$ cat config.mk
export PLATFORM = sky130hd
export DESIGN_NAME = hdr_meta_extractor_flat
export DESIGN_NICKNAME = d
export VERILOG_FILES = /design/src/rtl/hdr_parser_pkg.sv /design/src/rtl/hdr_meta_extractor_if.sv /design/src/rtl/fallthrough_small_fifo.sv /design/src/rtl/hdr_meta_extractor.sv /design/src/flat_wrapper.sv
export SDC_FILE = /design/constraint.sdc
export NUM_CORES = 1
export LEC_CHECK = 0
export ABC_CLOCK_PERIOD_IN_PS = 5500
export CORE_MARGIN = 1
export CORE_UTILIZATION = 47
export DETAILED_ROUTE_END_ITERATION = 16
export PLACE_DENSITY = 0.77
export SLEW_MARGIN = 20
export SYNTH_ARGS = -nofsm -noshare
export SYNTH_HDL_FRONTEND = slang
export SYNTH_HIERARCHICAL = 1
export SYNTH_SLANG_ARGS = --single-unit
$ cat constraint.sdc
create_clock -name clk -period 5.5 [get_ports clk]
set_clock_uncertainty 0.2 [all_clocks]
set_input_delay 0.55 -clock clk [delete_from_list [all_inputs] [get_ports clk]]
set_output_delay 0.55 -clock clk [all_outputs]
set_load 0.05 [all_outputs]
$ cat src/rtl/hdr_parser_pkg.sv
// Shared definitions for the header metadata extractor: ethertypes, IP protocols,
// header byte offsets, the metadata record and the capture FSM state type.
package hdr_parser_pkg;

    localparam logic [15:0] ETH_ARP  = 16'h0806;
    localparam logic [15:0] ETH_IP   = 16'h0800;
    localparam logic [15:0] ETH_IP6  = 16'h86DD;
    localparam logic [15:0] ETH_VLAN = 16'h8100;

    localparam logic [7:0] IP_TCP = 8'd6;
    localparam logic [7:0] IP_UDP = 8'd17;

    // Offsets from the start of the frame
    localparam int OFF_DST_MAC    = 0;
    localparam int OFF_ETYPE      = 12;
    localparam int OFF_VLAN_TCI   = 14;
    localparam int OFF_ETYPE_VLAN = 16;
    localparam int L3_BASE        = 14;
    localparam int L3_BASE_VLAN   = 18;

    // Offsets relative to the start of the IPv4 header
    localparam int OFF_IP_VER_IHL = 0;
    localparam int OFF_IP_PROTO   = 9;
    localparam int OFF_IP_SRC     = 12;
    localparam int OFF_IP_DST     = 16;
    localparam int OFF_L4_SPORT   = 20;
    localparam int OFF_L4_DPORT   = 22;
    localparam int OFF_TCP_FLAGS  = 33;
    localparam int OFF_TCP_WIN    = 34;

    localparam int META_W = 142;

    typedef struct packed {
        logic [7:0]   flags;    // {arp,ip,ip6,bcast,tcp,udp,trunc,vlan}
        logic [103:0] flow_id;  // {src_ip,dst_ip,src_port,dst_port,proto}
        logic [17:0]  tcp;      // {window,syn,fin}
        logic [11:0]  vlan_id;
    } meta_t;

    typedef enum logic [1:0] {
        ST_CAPTURE = 2'd0,
        ST_EMIT    = 2'd1,
        ST_SKIP    = 2'd2
    } state_t;

endpackage

$ cat src/rtl/hdr_meta_extractor_if.sv
// Bundle for the passive AXIS tap (observed stream) and the metadata queue output.
// The slave modport is the extractor's view; master is the environment's view.
interface hdr_meta_extractor_if #(
    parameter int DW = 512
);
    logic [DW-1:0] tdata;
    logic          tvalid;
    logic          tlast;
    logic          meta_valid;
    logic          meta_ready;
    logic [7:0]    meta_flags;
    logic [103:0]  meta_flow_id;
    logic [17:0]   meta_tcp;
    logic [11:0]   meta_vlan_id;
    logic [31:0]   drop_cnt;

    modport master (
        output tdata, tvalid, tlast, meta_ready,
        input  meta_valid, meta_flags, meta_flow_id, meta_tcp, meta_vlan_id, drop_cnt
    );

    modport slave (
        input  tdata, tvalid, tlast, meta_ready,
        output meta_valid, meta_flags, meta_flow_id, meta_tcp, meta_vlan_id, drop_cnt
    );
endinterface

$ cat src/rtl/fallthrough_small_fifo.sv
// Small fall-through FIFO used as the metadata queue. The head becomes visible one
// cycle after it is written, and a push into a full queue is taken when a pop coincides.
module fallthrough_small_fifo #(
    parameter int WIDTH          = 142,
    parameter int MAX_DEPTH_BITS = 2
) (
    input  logic             clk,
    input  logic             reset,
    input  logic [WIDTH-1:0] din_i,
    input  logic             wr_en_i,
    input  logic             rd_en_i,
    output logic [WIDTH-1:0] dout_o,
    output logic             full_o,
    output logic             empty_o
);
    localparam int DEPTH = 1 << MAX_DEPTH_BITS;
    localparam int CW    = MAX_DEPTH_BITS + 1;

    logic [WIDTH-1:0]          mem_q [DEPTH];
    logic [MAX_DEPTH_BITS-1:0] wr_ptr_q, rd_ptr_q;
    logic [CW-1:0]             count_q, count_d;
    logic                      valid_q, valid_d;
    logic                      push, pop;

    assign full_o  = (count_q == CW'(DEPTH));
    assign pop     = rd_en_i & valid_q;
    assign push    = wr_en_i & (~full_o | pop);
    assign dout_o  = mem_q[rd_ptr_q];
    assign empty_o = ~valid_q;

    // Visibility ignores this cycle's push, giving the extra cycle of head latency
    always_comb begin
        count_d = count_q + CW'(push) - CW'(pop);
        valid_d = ((count_q - CW'(pop)) != '0);
    end

    always_ff @(posedge clk) begin
        if (push) mem_q[wr_ptr_q] <= din_i;
    end

    always_ff @(posedge clk) begin
        if (reset) begin
            wr_ptr_q <= '0;
            rd_ptr_q <= '0;
            count_q  <= '0;
            valid_q  <= 1'b0;
        end else begin
            if (push) wr_ptr_q <= wr_ptr_q + MAX_DEPTH_BITS'(1);
            if (pop)  rd_ptr_q <= rd_ptr_q + MAX_DEPTH_BITS'(1);
            count_q <= count_d;
            valid_q <= valid_d;
        end
    end
endmodule

$ cat src/rtl/hdr_meta_extractor.sv
// Passive AXIS tap that captures the first HDR_BYTES of each packet and queues decoded
// L2/L3/L4 metadata. Define VLAN_PARSE_EN to decode 802.1Q-tagged frames.
module hdr_meta_extractor
    import hdr_parser_pkg::*;
#(
    parameter int C_S_AXIS_DATA_WIDTH = 512,
    parameter int FIFO_DEPTH_BITS     = 2,
    parameter int HDR_BYTES           = 64
) (
    input logic                 clk,
    input logic                 reset,
    hdr_meta_extractor_if.slave tap
);
    localparam int DW        = C_S_AXIS_DATA_WIDTH;
    localparam int HDR_W     = HDR_BYTES * 8;
    localparam int HDR_BEATS = HDR_W / DW;
    localparam int IDX_W     = (HDR_BEATS > 1) ? $clog2(HDR_BEATS) : 1;
    localparam logic [IDX_W-1:0] LAST_IDX = IDX_W'(HDR_BEATS - 1);

    function automatic logic [7:0] hb(input logic [HDR_W-1:0] h, input int i);
        if (i < HDR_BYTES) return h[i*8 +: 8];
        return 8'h00;
    endfunction

    function automatic logic [15:0] hw16(input logic [HDR_W-1:0] h, input int i);
        return {hb(h, i), hb(h, i + 1)};
    endfunction

    function automatic logic [31:0] hw32(input logic [HDR_W-1:0] h, input int i);
        return {hw16(h, i), hw16(h, i + 2)};
    endfunction

    function automatic logic [31:0] sat_inc32(input logic [31:0] v);
        return (v == 32'hFFFF_FFFF) ? v : v + 32'd1;
    endfunction

    state_t           state_q;
    logic [IDX_W-1:0] beat_idx_q;
    logic [HDR_W-1:0] cap_q, dec_q, merged;
    logic             trunc_q, last_seen_q;
    logic [31:0]      drop_cnt_q;
    logic             capture, complete;

    // A beat in EMIT belongs to the next packet only if the previous one already ended
    assign capture  = tap.tvalid & ((state_q == ST_CAPTURE) | ((state_q == ST_EMIT) & last_seen_q));
    assign complete = capture & ((beat_idx_q == LAST_IDX) | tap.tlast);

    always_comb begin
        merged = cap_q;
        merged[int'(beat_idx_q)*DW +: DW] = tap.tdata;
    end

    always_ff @(posedge clk) begin
        if (reset) begin
            state_q     <= ST_CAPTURE;
            beat_idx_q  <= '0;
            cap_q       <= '0;
            dec_q       <= '0;
            trunc_q     <= 1'b0;
            last_seen_q <= 1'b0;
        end else if (capture) begin
            if (complete) begin
                dec_q       <= merged;
                cap_q       <= '0;
                beat_idx_q  <= '0;
                trunc_q     <= tap.tlast & (beat_idx_q != LAST_IDX);
                last_seen_q <= tap.tlast;
                state_q     <= ST_EMIT;
            end else begin
                cap_q      <= merged;
                beat_idx_q <= beat_idx_q + IDX_W'(1);
                state_q    <= ST_CAPTURE;
            end
        end else begin
            case (state_q)
                ST_EMIT: begin
                    if (last_seen_q || (tap.tvalid && tap.tlast)) state_q <= ST_CAPTURE;
                    else                                          state_q <= ST_SKIP;
                end
                ST_SKIP: begin
                    if (tap.tvalid && tap.tlast) state_q <= ST_CAPTURE;
                end
                default: state_q <= ST_CAPTURE;
            endcase
        end
    end

    logic [15:0] etype_outer, etype, vid16;
    logic [7:0]  dst0, ver_ihl, proto, tcp_flg;
    logic        vlan_tag, is_arp, is_ip, is_ip6, is_tcp, is_udp, l4_ok;
    int          l3;
    meta_t       meta_d;

    always_comb begin
        etype_outer = hw16(dec_q, OFF_ETYPE);
        etype       = etype_outer;
        vlan_tag    = 1'b0;
        vid16       = '0;
        l3          = L3_BASE;
`ifdef VLAN_PARSE_EN
        if (etype_outer == ETH_VLAN) begin
            vlan_tag = 1'b1;
            vid16    = hw16(dec_q, OFF_VLAN_TCI);
            etype    = hw16(dec_q, OFF_ETYPE_VLAN);
            l3       = L3_BASE_VLAN;
        end
`endif
        dst0    = hb(dec_q, OFF_DST_MAC);
        ver_ihl = hb(dec_q, l3 + OFF_IP_VER_IHL);
        proto   = hb(dec_q, l3 + OFF_IP_PROTO);
        tcp_flg = hb(dec_q, l3 + OFF_TCP_FLAGS);
        is_arp  = (etype == ETH_ARP);
        is_ip   = (etype == ETH_IP);
        is_ip6  = (etype == ETH_IP6);
        is_tcp  = is_ip & (proto == IP_TCP);
        is_udp  = is_ip & (proto == IP_UDP);
        l4_ok   = is_ip & (ver_ihl[3:0] == 4'd5);

        meta_d         = '0;
        meta_d.flags   = {is_arp, is_ip, is_ip6, dst0[0], is_tcp, is_udp, trunc_q, vlan_tag};
        meta_d.vlan_id = vid16[11:0];
        if (is_ip) begin
            meta_d.flow_id = {hw32(dec_q, l3 + OFF_IP_SRC), hw32(dec_q, l3 + OFF_IP_DST),
                              32'h0, proto};
            if (l4_ok) meta_d.flow_id[39:8] = {hw16(dec_q, l3 + OFF_L4_SPORT),
                                               hw16(dec_q, l3 + OFF_L4_DPORT)};
        end
        if (is_tcp && l4_ok)
            meta_d.tcp = {hw16(dec_q, l3 + OFF_TCP_WIN), tcp_flg[1], tcp_flg[0]};
    end

    logic unused_hdr_bits;
    assign unused_hdr_bits = ^{dst0[7:1], ver_ihl[7:4], tcp_flg[7:2], vid16[15:12]};

    logic  push, pop, q_full, q_empty, wr_en, drop;
    logic [META_W-1:0] q_dout;
    meta_t head;

    assign push  = (state_q == ST_EMIT);
    assign pop   = tap.meta_valid & tap.meta_ready;
    assign wr_en = push & (~q_full | pop);
    assign drop  = push & q_full & ~pop;

    fallthrough_small_fifo #(
        .WIDTH          (META_W),
        .MAX_DEPTH_BITS (FIFO_DEPTH_BITS)
    ) u_meta_q (
        .clk     (clk),
        .reset   (reset),
        .din_i   (meta_d),
        .wr_en_i (wr_en),
        .rd_en_i (pop),
        .dout_o  (q_dout),
        .full_o  (q_full),
        .empty_o (q_empty)
    );

    always_ff @(posedge clk) begin
        if (reset)     drop_cnt_q <= '0;
        else if (drop) drop_cnt_q <= sat_inc32(drop_cnt_q);
    end

    assign head             = meta_t'(q_dout);
    assign tap.meta_valid   = ~q_empty;
    assign tap.meta_flags   = head.flags;
    assign tap.meta_flow_id = head.flow_id;
    assign tap.meta_tcp     = head.tcp;
    assign tap.meta_vlan_id = head.vlan_id;
    assign tap.drop_cnt     = drop_cnt_q;
endmodule

$ cat src/flat_wrapper.sv
// flat-port wrapper written by rule: the top's interface ports become plain ports
module hdr_meta_extractor_flat import hdr_parser_pkg::*;
#(
    parameter int C_S_AXIS_DATA_WIDTH = 512,
    parameter int FIFO_DEPTH_BITS     = 2,
    parameter int HDR_BYTES           = 64
)
  (clk, reset, tap_tdata, tap_tvalid, tap_tlast, tap_meta_ready, tap_meta_valid, tap_meta_flags, tap_meta_flow_id, tap_meta_tcp, tap_meta_vlan_id, tap_drop_cnt);
  hdr_meta_extractor_if #(.DW(512)) tap_i ();
  input logic clk;
  input logic reset;
  input wire logic [$bits(tap_i.tdata)-1:0] tap_tdata;
  input wire logic [$bits(tap_i.tvalid)-1:0] tap_tvalid;
  input wire logic [$bits(tap_i.tlast)-1:0] tap_tlast;
  input wire logic [$bits(tap_i.meta_ready)-1:0] tap_meta_ready;
  output wire logic [$bits(tap_i.meta_valid)-1:0] tap_meta_valid;
  output wire logic [$bits(tap_i.meta_flags)-1:0] tap_meta_flags;
  output wire logic [$bits(tap_i.meta_flow_id)-1:0] tap_meta_flow_id;
  output wire logic [$bits(tap_i.meta_tcp)-1:0] tap_meta_tcp;
  output wire logic [$bits(tap_i.meta_vlan_id)-1:0] tap_meta_vlan_id;
  output wire logic [$bits(tap_i.drop_cnt)-1:0] tap_drop_cnt;
  assign tap_i.tdata = tap_tdata;
  assign tap_i.tvalid = tap_tvalid;
  assign tap_i.tlast = tap_tlast;
  assign tap_i.meta_ready = tap_meta_ready;
  assign tap_meta_valid = tap_i.meta_valid;
  assign tap_meta_flags = tap_i.meta_flags;
  assign tap_meta_flow_id = tap_i.meta_flow_id;
  assign tap_meta_tcp = tap_i.meta_tcp;
  assign tap_meta_vlan_id = tap_i.meta_vlan_id;
  assign tap_drop_cnt = tap_i.drop_cnt;
  hdr_meta_extractor #(.C_S_AXIS_DATA_WIDTH(C_S_AXIS_DATA_WIDTH), .FIFO_DEPTH_BITS(FIFO_DEPTH_BITS), .HDR_BYTES(HDR_BYTES)) u_core (.clk(clk), .reset(reset), .tap(tap_i));
endmodule
==> results.ini <==
[hold_path]
whs_path_depth = 2
hp-start = reset
hp-class = in -> reg
min_to = u_core/tap.drop_cnt[14]

[global_route]
met2_usage = 0.355
gr-usage-met3 = 0.0519
grtUsageMet1 = 0.254
antenna_found_initial = 14
track_usage = 0.207
grt_pass1_wl_um = 117000
grt_overflow = 0
grt_pass1_vias = 20400
grt_max_degree = 146
top_usage_layer = met2

[clock_network]
cts_setup_buffers = 0
cts.sinks = 901
clkTransAtPathRegs_ns = 0.06
tritoncts = yes
htreeDepth = 3
root_buffer = clkbuf_16
ctsLongestPathBuffers = 3
insertion_delay_ns = 0.63
cts_buffers = 92
holdBufCountCts = 0
cts_resized = 0

[synthesis]
synth_area_leaders = edfxtp_1 (50%), dfxtp_1 (20%), mux4_2 (9.4%)
synth_compound_area_frac = 0.0405
yosysSeqAreaShare = 0.696
synth-xor-area-share = 0.00205
netlist_area_um2 = 34100
synth_top_flop_cell = edfxtp_1
async_flop_share = 0
synth_top_family_by_area = multiplexers
synthDistinctLibCells = 57
yosys.area_share.simple = 0.0916
postSynthAreaPerCell_um2 = 15.8
synth_top_area_cell = edfxtp_1
ys_warn_count = 6
synth_fa_ha_area_frac = 0.00426
synth_top_area_frac = 0.500
synth.area.mux_share = 0.145
synth_edf_count = 568
ys_ff_latch = 901
synthCells = 2160

[power_and_ir_drop]
power_density_nw_per_um2 = 369
power.leakage_nw = 14.0
vdd_drop_max_mv = 0.282

[sta]
rsz0062_at_grt = false
finalSetupTns_ns = 0
tightest_slew_ns = 1.04
max_slew_margin = 0.309
slew_violations = 0
period_needed_ns = 4.04
hold_violations = 0
fin_crit_sh = 0.735
setup-violations-final = 0
fmax_ghz = 0.247

[final_layout]
post-route-util = 0.579
nNetsFinal = 3048
final_cell_count_no_fill = 3555
syn2layout_area_growth_pct = 21.7
drive_gt1_frac = 0.131
num-fill-cells = 5374

[detailed_routing]
wl_um = 76300
drt-pass1-iter-count = 6
ant_nets = 0
drt_iter0_markers = 1292
vias_per_cell = 5.43
drc = 0
avgRoutedWirePerCell_um = 21.5
dr_total_vias = 19300

[floorplan]
initial_utilization = 0.476
die_w_um = 271
die_h_um = 271
dieArea_um2 = 73600
coreArea_um2 = 71600
rows = 98
io_pins = 692

[outcome]
status = complete, no violations

[critical_path]
rr_worst_depth = 6
critPathRequiredTime_ns = 4.75
worst_ep_arrival_time_ns = 3.29
reg2reg_to = u_core/u_meta_q/mem_q[1][77]
r2r_slack_ns = 2.07
worstSetupStartpointType = flip-flop
end_kind = output pin
cp_max_fo = 35
r2r-start = u_core/u_meta_q/count_q[1]
worstSetupPathType = reg -> out

[placed_design]
routabilityCongestion = 0.865
dp_hpwl_um = 45700
portBuffers = 322
dp.cells = 3376

[job]
drv_cap = 0

==> logic make-up (layout without fill, tap and decap cells) <==
| logic type | after synthesis | after routing |
|---|---|---|
| other cells | 1 | 59 |
| fa+ha+maj | 11 | 11 |
| compound gates | 196 | 196 |
| flops | 901 | 901 |
| xor+xnor | 8 | 8 |
| mux | 315 | 315 |
| buf+inv | 155 | 542 |
| simple gates | 573 | 573 |
==> layout make-up <==
type | count | area [µm²] | area share
diodes | 7 | 17.5 | 0.000422
multi-input cells | 1155 | 9900 | 0.239
clock buffers | 132 | 2590 | 0.0624
repair buffers | 355 | 3610 | 0.0870
clock inverters | 40 | 398 | 0.00959
inverters | 15 | 56.3 | 0.00136
well taps | 950 | 1190 | 0.0286
flip-flops and latches | 901 | 23700 | 0.572
==> report_power, final <==
| part | total (mW) | switching, mW | internal (mW) |
|---|---|---|---|
| Clock | 6.10 | 2.53 | 3.57 |
| Combinational | 1.68 | 1.06 | 0.624 |
| Sequential | 7.53 | 0.104 | 7.42 |
==> worst max-delay path, stage by stage, from the launching register on <==
cell,delay [ns]
dfxtp_4,0.91
buf_4,0.42
mux4_2,0.55
clkdlybuf4s50_1,0.78
==> registers in the layout, indices dropped and copies added, names as in the netlist, 2 cells and up, named ones only <==
signal                    count
u_core/state_q                2
u_core/u_meta_q/mem_q       568
u_core/u_meta_q/wr_ptr_q      2
u_core/cap_q                143
u_core/tap.drop_cnt          32
u_core/u_meta_q/rd_ptr_q      2
u_core/dec_q                143
u_core/u_meta_q/count_q       3
==> worst max path at each step <==
stage,from,slack [ns],end
3_5_place_dp,tap_meta_ready,1.49,u_core/u_meta_q/mem_q[1][3]
2_1_floorplan,tap_meta_ready,0.14,u_core/u_meta_q/mem_q[1][0]
5_1_grt,flip-flop,1.27,tap_meta_flow_id[0]
6_report,flip-flop,1.46,tap_meta_flow_id[96]
4_1_cts,flip-flop,1.34,tap_meta_flow_id[96]
3_3_place_gp,tap_meta_ready,1.65,u_core/u_meta_q/mem_q[1][3]
==> layout by cell type, fill, tap and decap left out, types with 11 or more instances in the layout <==
cell type,netlist,routed
mux2i_1,165,165
clkdlybuf4s50_1,0,321
clkbuf_1,92,31
conb_1,1,52
clkinv_2,0,20
dfxtp_1,333,330
a211oi_1,145,145
o21ai_0,14,14
and3_1,24,24
edfxtp_1,568,568
inv_1,15,15
nor2_1,192,191
a21oi_1,23,23
or3_1,13,13
and2_1,231,227
nor2b_1,12,11
buf_4,0,22
nand2_1,21,21
mux4_2,142,142
clkbuf_16,0,96
buf_12,0,11
nand3_1,14,14
==> stage by stage <==
stage,worst slack [ns],instance area (µm²),power [mW],hold slack [ns]
2_1_floorplan,0.144,34300,8.73,0.230
3_3_place_gp,1.65,38500,9.32,0.241
3_5_place_dp,1.49,38500,9.37,0.243
4_1_cts,1.34,41500,15.5,0.168
5_1_grt,1.27,41500,15.8,0.197
6_report,1.46,41500,15.3,0.193
==> metal layers <==
metal / up-vias / wire length (µm) / share of wire
met2: 588 / 38500 / 0.50
met3: 127 / 5090 / 0.067
met4: 10 / 1820 / 0.024
met5: - / 67 / 0.00088
li1: 8899 / - / -
met1: 9687 / 30800 / 0.40
==> synth_stat cells (all sizes together), types with 5 or more instances <==
library cell  number
nand4             10
inv               15
buf               46
and4               5
mux2i            165
nor3              11
clkbuf            94
nor2b             13
and3              25
nor4              10
edfxtp           568
o21ai             14
or3               14
or4               11
nor2             192
nand3             14
a21oi             23
and2             231
ha                10
dfxtp            333
o31ai              7
mux4             142
mux2               8
nand2             21
a211oi           145
No activity file was read; power rests on OpenSTA's default activity.
